### src/rtl/demux_pkg.sv
// Shared sizing constants and the select-to-lane helper for the demux_8x1 family.
package demux_pkg;

  localparam int N_OUT     = 8;
  localparam int SEL_W     = 3;
  localparam int SLICE_OUT = 4;
  localparam int N_SLICE   = N_OUT / SLICE_OUT;

  // s1 is the most significant select bit.
  function automatic logic [SEL_W-1:0] lane_idx(
    input logic s1,
    input logic s2,
    input logic s3
  );
    return {s1, s2, s3};
  endfunction

endpackage

### src/rtl/demux_1x4.sv
// Combinational 1-to-4 demux slice; all lanes are zero unless enabled.
module demux_1x4
  import demux_pkg::*;
#(
  parameter int DATA_W = 1
) (
  input  logic                          en,
  input  logic [DATA_W-1:0]             a,
  input  logic [1:0]                    sel,
  output logic [SLICE_OUT*DATA_W-1:0]   y
);

  genvar gi;
  generate
    for (gi = 0; gi < SLICE_OUT; gi++) begin : g_lane
      assign y[gi*DATA_W +: DATA_W] = (en && (sel == 2'(gi))) ? a : '0;
    end
  endgenerate

endmodule

### src/rtl/demux_8x1.sv
// 1-to-8 demux with registered outputs, built from two 1x4 slices chosen by s1.
// Optional simulation checker enabled by DEMUX_8X1_ONEHOT_CHECK_EN.
module demux_8x1
  import demux_pkg::*;
#(
  parameter int DATA_W = 1
) (
  input  logic                      clk,
  input  logic                      rst_n,
  input  logic [DATA_W-1:0]         a,
  input  logic                      s1,
  input  logic                      s2,
  input  logic                      s3,
  output logic [N_OUT*DATA_W-1:0]   out
);

  localparam int SLICE_W = SLICE_OUT * DATA_W;

  logic [SEL_W-1:0]              sel;
  logic [SLICE_W-1:0]            slice_y [N_SLICE];
  logic [N_OUT*DATA_W-1:0]       out_d;
  logic [N_OUT*DATA_W-1:0]       out_q;

  assign sel = lane_idx(s1, s2, s3);

  // Slice 0 serves lanes 0-3 (s1 = 0), slice 1 serves lanes 4-7 (s1 = 1).
  genvar gi;
  generate
    for (gi = 0; gi < N_SLICE; gi++) begin : g_slice
      demux_1x4 #(
        .DATA_W (DATA_W)
      ) u_slice (
        .en  ((gi == 1) ? sel[SEL_W-1] : ~sel[SEL_W-1]),
        .a   (a),
        .sel (sel[1:0]),
        .y   (slice_y[gi])
      );
    end
  endgenerate

  always_comb begin
    out_d = '0;
    for (int i = 0; i < N_SLICE; i++) begin
      out_d[i*SLICE_W +: SLICE_W] = slice_y[i];
    end
  end

  always_ff @(posedge clk) begin
    if (!rst_n) begin
      out_q <= '0;
    end else begin
      out_q <= out_d;
    end
  end

  assign out = out_q;

`ifdef DEMUX_8X1_ONEHOT_CHECK_EN
  logic [SEL_W-1:0]  chk_sel_q;
  logic [DATA_W-1:0] chk_a_q;
  logic              chk_live_q;

  always_ff @(posedge clk) begin
    chk_sel_q  <= sel;
    chk_a_q    <= a;
    chk_live_q <= rst_n;
  end

  // Checked half a cycle after the edge so out_q has settled.
  always @(negedge clk) begin
    if (chk_live_q) begin
      int nz;
      nz = 0;
      for (int i = 0; i < N_OUT; i++) begin
        if (out_q[i*DATA_W +: DATA_W] != '0) begin
          nz++;
          if (i != int'(chk_sel_q)) begin
            $error("demux_8x1 @%0t: lane %0d active, sel=%0d out=%h", $time, i, chk_sel_q, out_q);
          end
        end
      end
      if (nz > 1) begin
        $error("demux_8x1 @%0t: %0d lanes active, sel=%0d out=%h", $time, nz, chk_sel_q, out_q);
      end
      if (out_q[chk_sel_q*DATA_W +: DATA_W] != chk_a_q) begin
        $error("demux_8x1 @%0t: selected lane mismatch, sel=%0d out=%h", $time, chk_sel_q, out_q);
      end
    end
  end
`else
`endif

endmodule

### config.mk
export PLATFORM = sky130hd
export DESIGN_NAME = demux_8x1
export DESIGN_NICKNAME = d
export VERILOG_FILES = /design/src/rtl/demux_pkg.sv /design/src/rtl/demux_1x4.sv /design/src/rtl/demux_8x1.sv
export SDC_FILE = /design/constraint.sdc
export NUM_CORES = 1
export LEC_CHECK = 0
export BUFFER_PORTS_ARGS = -buffer_cell sky130_fd_sc_hd__buf_4
export CORE_AREA = 2 2 39 41
export CTS_CLUSTER_SIZE = 25
export DETAILED_ROUTE_END_ITERATION = 8
export DIE_AREA = 0 0 41 43
export HOLD_SLACK_MARGIN = 0.15
export MAX_ROUTING_LAYER = met4
export SYNTH_ARGS = -nofsm -noshare
export SYNTH_HDL_FRONTEND = slang
export SYNTH_SLANG_ARGS = --single-unit
### constraint.sdc
create_clock -name clk -period 0.8 [get_ports clk]
set_clock_uncertainty 0.05 [all_clocks]
set_input_delay 0.08 -clock clk [delete_from_list [all_inputs] [get_ports clk]]
set_output_delay 0.08 -clock clk [all_outputs]
set_load 0.1 [all_outputs]
[Yosys cells after proc, flatten, opt, wreduce, memory -nomap -nowiden]
Index checks and enable logic that the tools add are counted.
Operators by class
  equal/unequal tests: 3
  bitwise gates (word level): 1
  reduce and logical (&&, ||, !) cells: 17
Operator list (count)
  AND reduction 2 bit: 8
  logical AND 1 bit: 8
  equality test 2 bit (second input constant): 2
  equality test 2 x 1 -> 1 bit (second input constant): 1
  logical NOT 2 bit: 1
  inverter 1 bit: 1
Storage, ports and cells
  register bits after elaboration: 8
  input bits: 6
  output and inout port bits: 8

[Depth between registers and ports, before layout]
  depth in word-level cells: 3
  depth in mapped cells: 2
  mapped depth without buffers: 2

[Hierarchy]
From an unflattened synthesis, not the netlist that was laid out.
Second synthesis, totals
  cell total of the unflattened synthesis: 25
  area, all modules: 304.0 sq um
Modules (own cells, without submodules)
  demux_8x1: instances 1, cells an instance 17, area each 214.0 sq um
  demux_1x4: instances 2, cells an instance 4, area each 45.0 sq um

[Worst setup path before layout]
Ideal clock, no wire load.
  path kind: register to output
  start: register out_q[0] (netlist: out[0])
  end: output port out[0]
  data arrival time: 0.909 ns
  slack: -0.239 ns
  stages on the path, launching flop included: 1
  path buffers: 0
  path through: dfxtp_1
RTL lines
  start, declared: line demux_8x1.sv:22  | logic [N_OUT*DATA_W-1:0] out_q;
  start signal, assigned: line demux_8x1.sv:52  | out_q <= out_d;
  end, declared: line demux_8x1.sv:14  | output logic [N_OUT*DATA_W-1:0] out
No word-level cell between the ends.

[Final worst setup path]
  start: register out_q[1] (netlist: out[1])
  end: output port out[1]
No word-level cell between the ends.

==> key figures <==
Outcome
  – Status: finished with violations
  – Violations in the final reports: negative hold slack, negative setup slack

Timing
  – Period Utilization, post-route: 110%
  – Final worst setup slack: -0.0785 ns
  – Total count of hold-check failures in the final report: 2
  – Least-Margin Pin Slew: 0.116 ns
  – Fmax achieved: 1140 MHz
  – Max_slew headroom: 92.2%
  – Final worst path period need: 0.879 ns
  – Worst Hold Margin: -0.0266 ns
  – Total Neg Setup Slack: -0.602 ns
  – RSZ-0062 raised after global routing: true
  – Final setup vio count: 8
  – Max-slew violation total from the final report: 0

Critical path
  – Category of the critical setup timing path: reg2out
  – Worst Path Max Fanout: 1
  – Worst Setup End Kind: output port
  – Longest individual stage delay on the worst path: 0.33 ns
  – WP data required: 0.67 ns
  – Crit path cell chain: buf_12
  – Top cell family by delay on the critical path: flip-flops
  – Buf+Inv Stages, Crit Path: 1
  – Category of the worst setup path launch point: flop
  – Slowest cell on the critical path: sky130_fd_sc_hd__dfxtp_2
  – Arrival time of the worst setup path: 0.75 ns

Min path
  – End point of the most critical hold path: out[0]
  – Origin of the worst min-delay path: s2
  – Cells on Worst Hold Path: 2
  – Class of the tightest hold or removal check: in2reg

Yosys
  – Fraction of the yosys area taken by sequential cells: 64.3%
  – Total nets after synthesis: 27
  – YS warnings: 0
  – Synth Area per Inst: 11.9 um^2
  – Largest area contributor in the synthesized netlist: sky130_fd_sc_hd__dfxtp_1
  – Synthesized instance count: 21
  – Share of the synthesized area in the top cell type: 64.3%
  – Largest cells by area after synthesis: sky130_fd_sc_hd__dfxtp_1 64%, sky130_fd_sc_hd__nor2_1 9.0%, sky130_fd_sc_hd__nand3b_4 8.0%
  – #FFs+latches synth: 8
  – Unique cell type count in the Yosys netlist: 7
  – Cell Area, Synth: 249 um^2

Floorplanning
  – Die width: 41 um
  – Die area: 0.00176 mm^2
  – Starting utilization of the core area: 18.0%
  – Die Span Y: 43 um
  – FP Rows: 14
  – Placeable Area: 0.00138 mm^2
  – Top Ports: 14

Detailed routing
  – Drt initial violations: 1
  – Average wire per cell in the routed design: 7.70 um
  – Post-route DRC violation count: 0
  – Via count: 199
  – Routed wire length: 408 um
  – Mean number of vias per cell: 3.75
  – Count of TritonRoute iterations in the first routing pass: 4
  – Post-route antenna net violation count: 0

Pwr
  – P_leak: 0.208 nW
  – Pwr/cell area: 1660 mW/mm^2
  – Total power of the final layout: 0.830 mW
  – Worst vdd ir: 0.484 mV

Clock network
  – CTS Root Cell: sky130_fd_sc_hd__clkbuf_4
  – Clock Pin Slew Worst Setup and Hold Paths: 0.05 ns
  – TritonCTS clock tree: yes
  – Clock buffers created by TritonCTS: 3
  – Count of clock tree sinks: 8
  – Deepest clock path buffer count: 2
  – Number of levels in the clock H-tree: 1

Global route
  – Pin count of the biggest net entering global routing: 6
  – Vias in the first global route: 185
  – Global-route wire length before repair: 648 um
  – Number of antenna violations at the first check in global routing: 0
  – Aggregate global-route resource usage: 6.71%
  – Total congestion overflow: 0

Cells and area
  – Final Non-Filler Cells: 53
  – Relative area change from synthesis to final layout: 101%
  – Leading cell types in the layout, fill and taps excluded: 8 x sky130_fd_sc_hd__dfxtp_2, 8 x sky130_fd_sc_hd__buf_12, 6 x sky130_fd_sc_hd__nor2_1
  – Fraction of layout cells with a size suffix above 1: 75.7%
  – Number of inserted filler cells in the final layout: 145
  – Flip-flop count of the largest register, all copies and words added: 8
  – Final layout net count: 45
  – Final antenna diode count: 0

Flow run
  – Max capacitance violation total: 0

Placed design
  – Global placer's final weighted congestion: 0.705
  – IO Port Bufs: 13
  – Total half-perimeter wirelength after legalization and detailed placement: 344 um
  – Number of cells in the design after placement: 50
[stage by stage]
step                      worst slack [ns]  util (%)  area [um^2]  hold slack (ns)
after global placement              0.0973      27.2          377            0.230
after global routing                -0.112      36.1          499          -0.0409
after detailed placement            0.0998      27.2          377            0.228
after CTS                          -0.0928      36.1          499          -0.0373
final                              -0.0785      36.1          499          -0.0266
after floorplan                     0.0442         -          259           0.0916
[logic make-up after synthesis]
group,after synthesis,share of synthesized area [%]
and+or+nand+nor,13,35.7
DFF,8,64.3
[per-layer routing]
metal / global-route usage [%] / up-vias / share of wire (%)
met5: - / - / 0
met4: 12.0 / 0 / 4.7
met3: 3.14 / 2 / 7.8
met2: 7.50 / 11 / 50
met1: 5.52 / 85 / 37
li1: - / 101 / -
[power by group]
group	switching (mW)	internal (mW)	total [mW]	leakage, nW
sequential	0.00507	0.407	0.412	0.0687
combinational	0.0756	0.0519	0.128	0.126
clock	0.120	0.170	0.290	0.0138
total	0.200	0.630	0.830	0.208
[Yosys cell counts]
master                     count
sky130_fd_sc_hd__nand3b_4      1
sky130_fd_sc_hd__nor3_2        2
sky130_fd_sc_hd__nor2_1        6
sky130_fd_sc_hd__nand3_2       1
sky130_fd_sc_hd__dfxtp_1       8
sky130_fd_sc_hd__nand2b_1      2
sky130_fd_sc_hd__nand2_1       1
[repair_timing]
item,CTS,global route
gates cloned,0,0
resized for setup,24,0
hold endpoints to repair,8,8
endpoints found under the setup margin,8,8
buffers inserted,0,0
[worst max-delay path by stage]
stage                      start     end  slack, ns  cells past startpoint
after floorplan           out[0]  out[0]       0.04                      0
after global placement    out[3]  out[3]        0.1                      1
after detailed placement  out[7]  out[7]        0.1                      1
after CTS                 out[0]  out[0]      -0.09                      1
after global routing      out[1]  out[1]      -0.11                      1
final                     out[1]  out[1]      -0.08                      1
[area by class of cell]
class	instances	area [um^2]	share of cell area, %
well taps	16	20.0	4.01
flip-flops and latches	8	170	34.1
repair buffers	13	198	39.6
clock buffers	3	22.5	4.51
multi-input cells	13	88.8	17.8
Power figures use the tool's default switching activity.
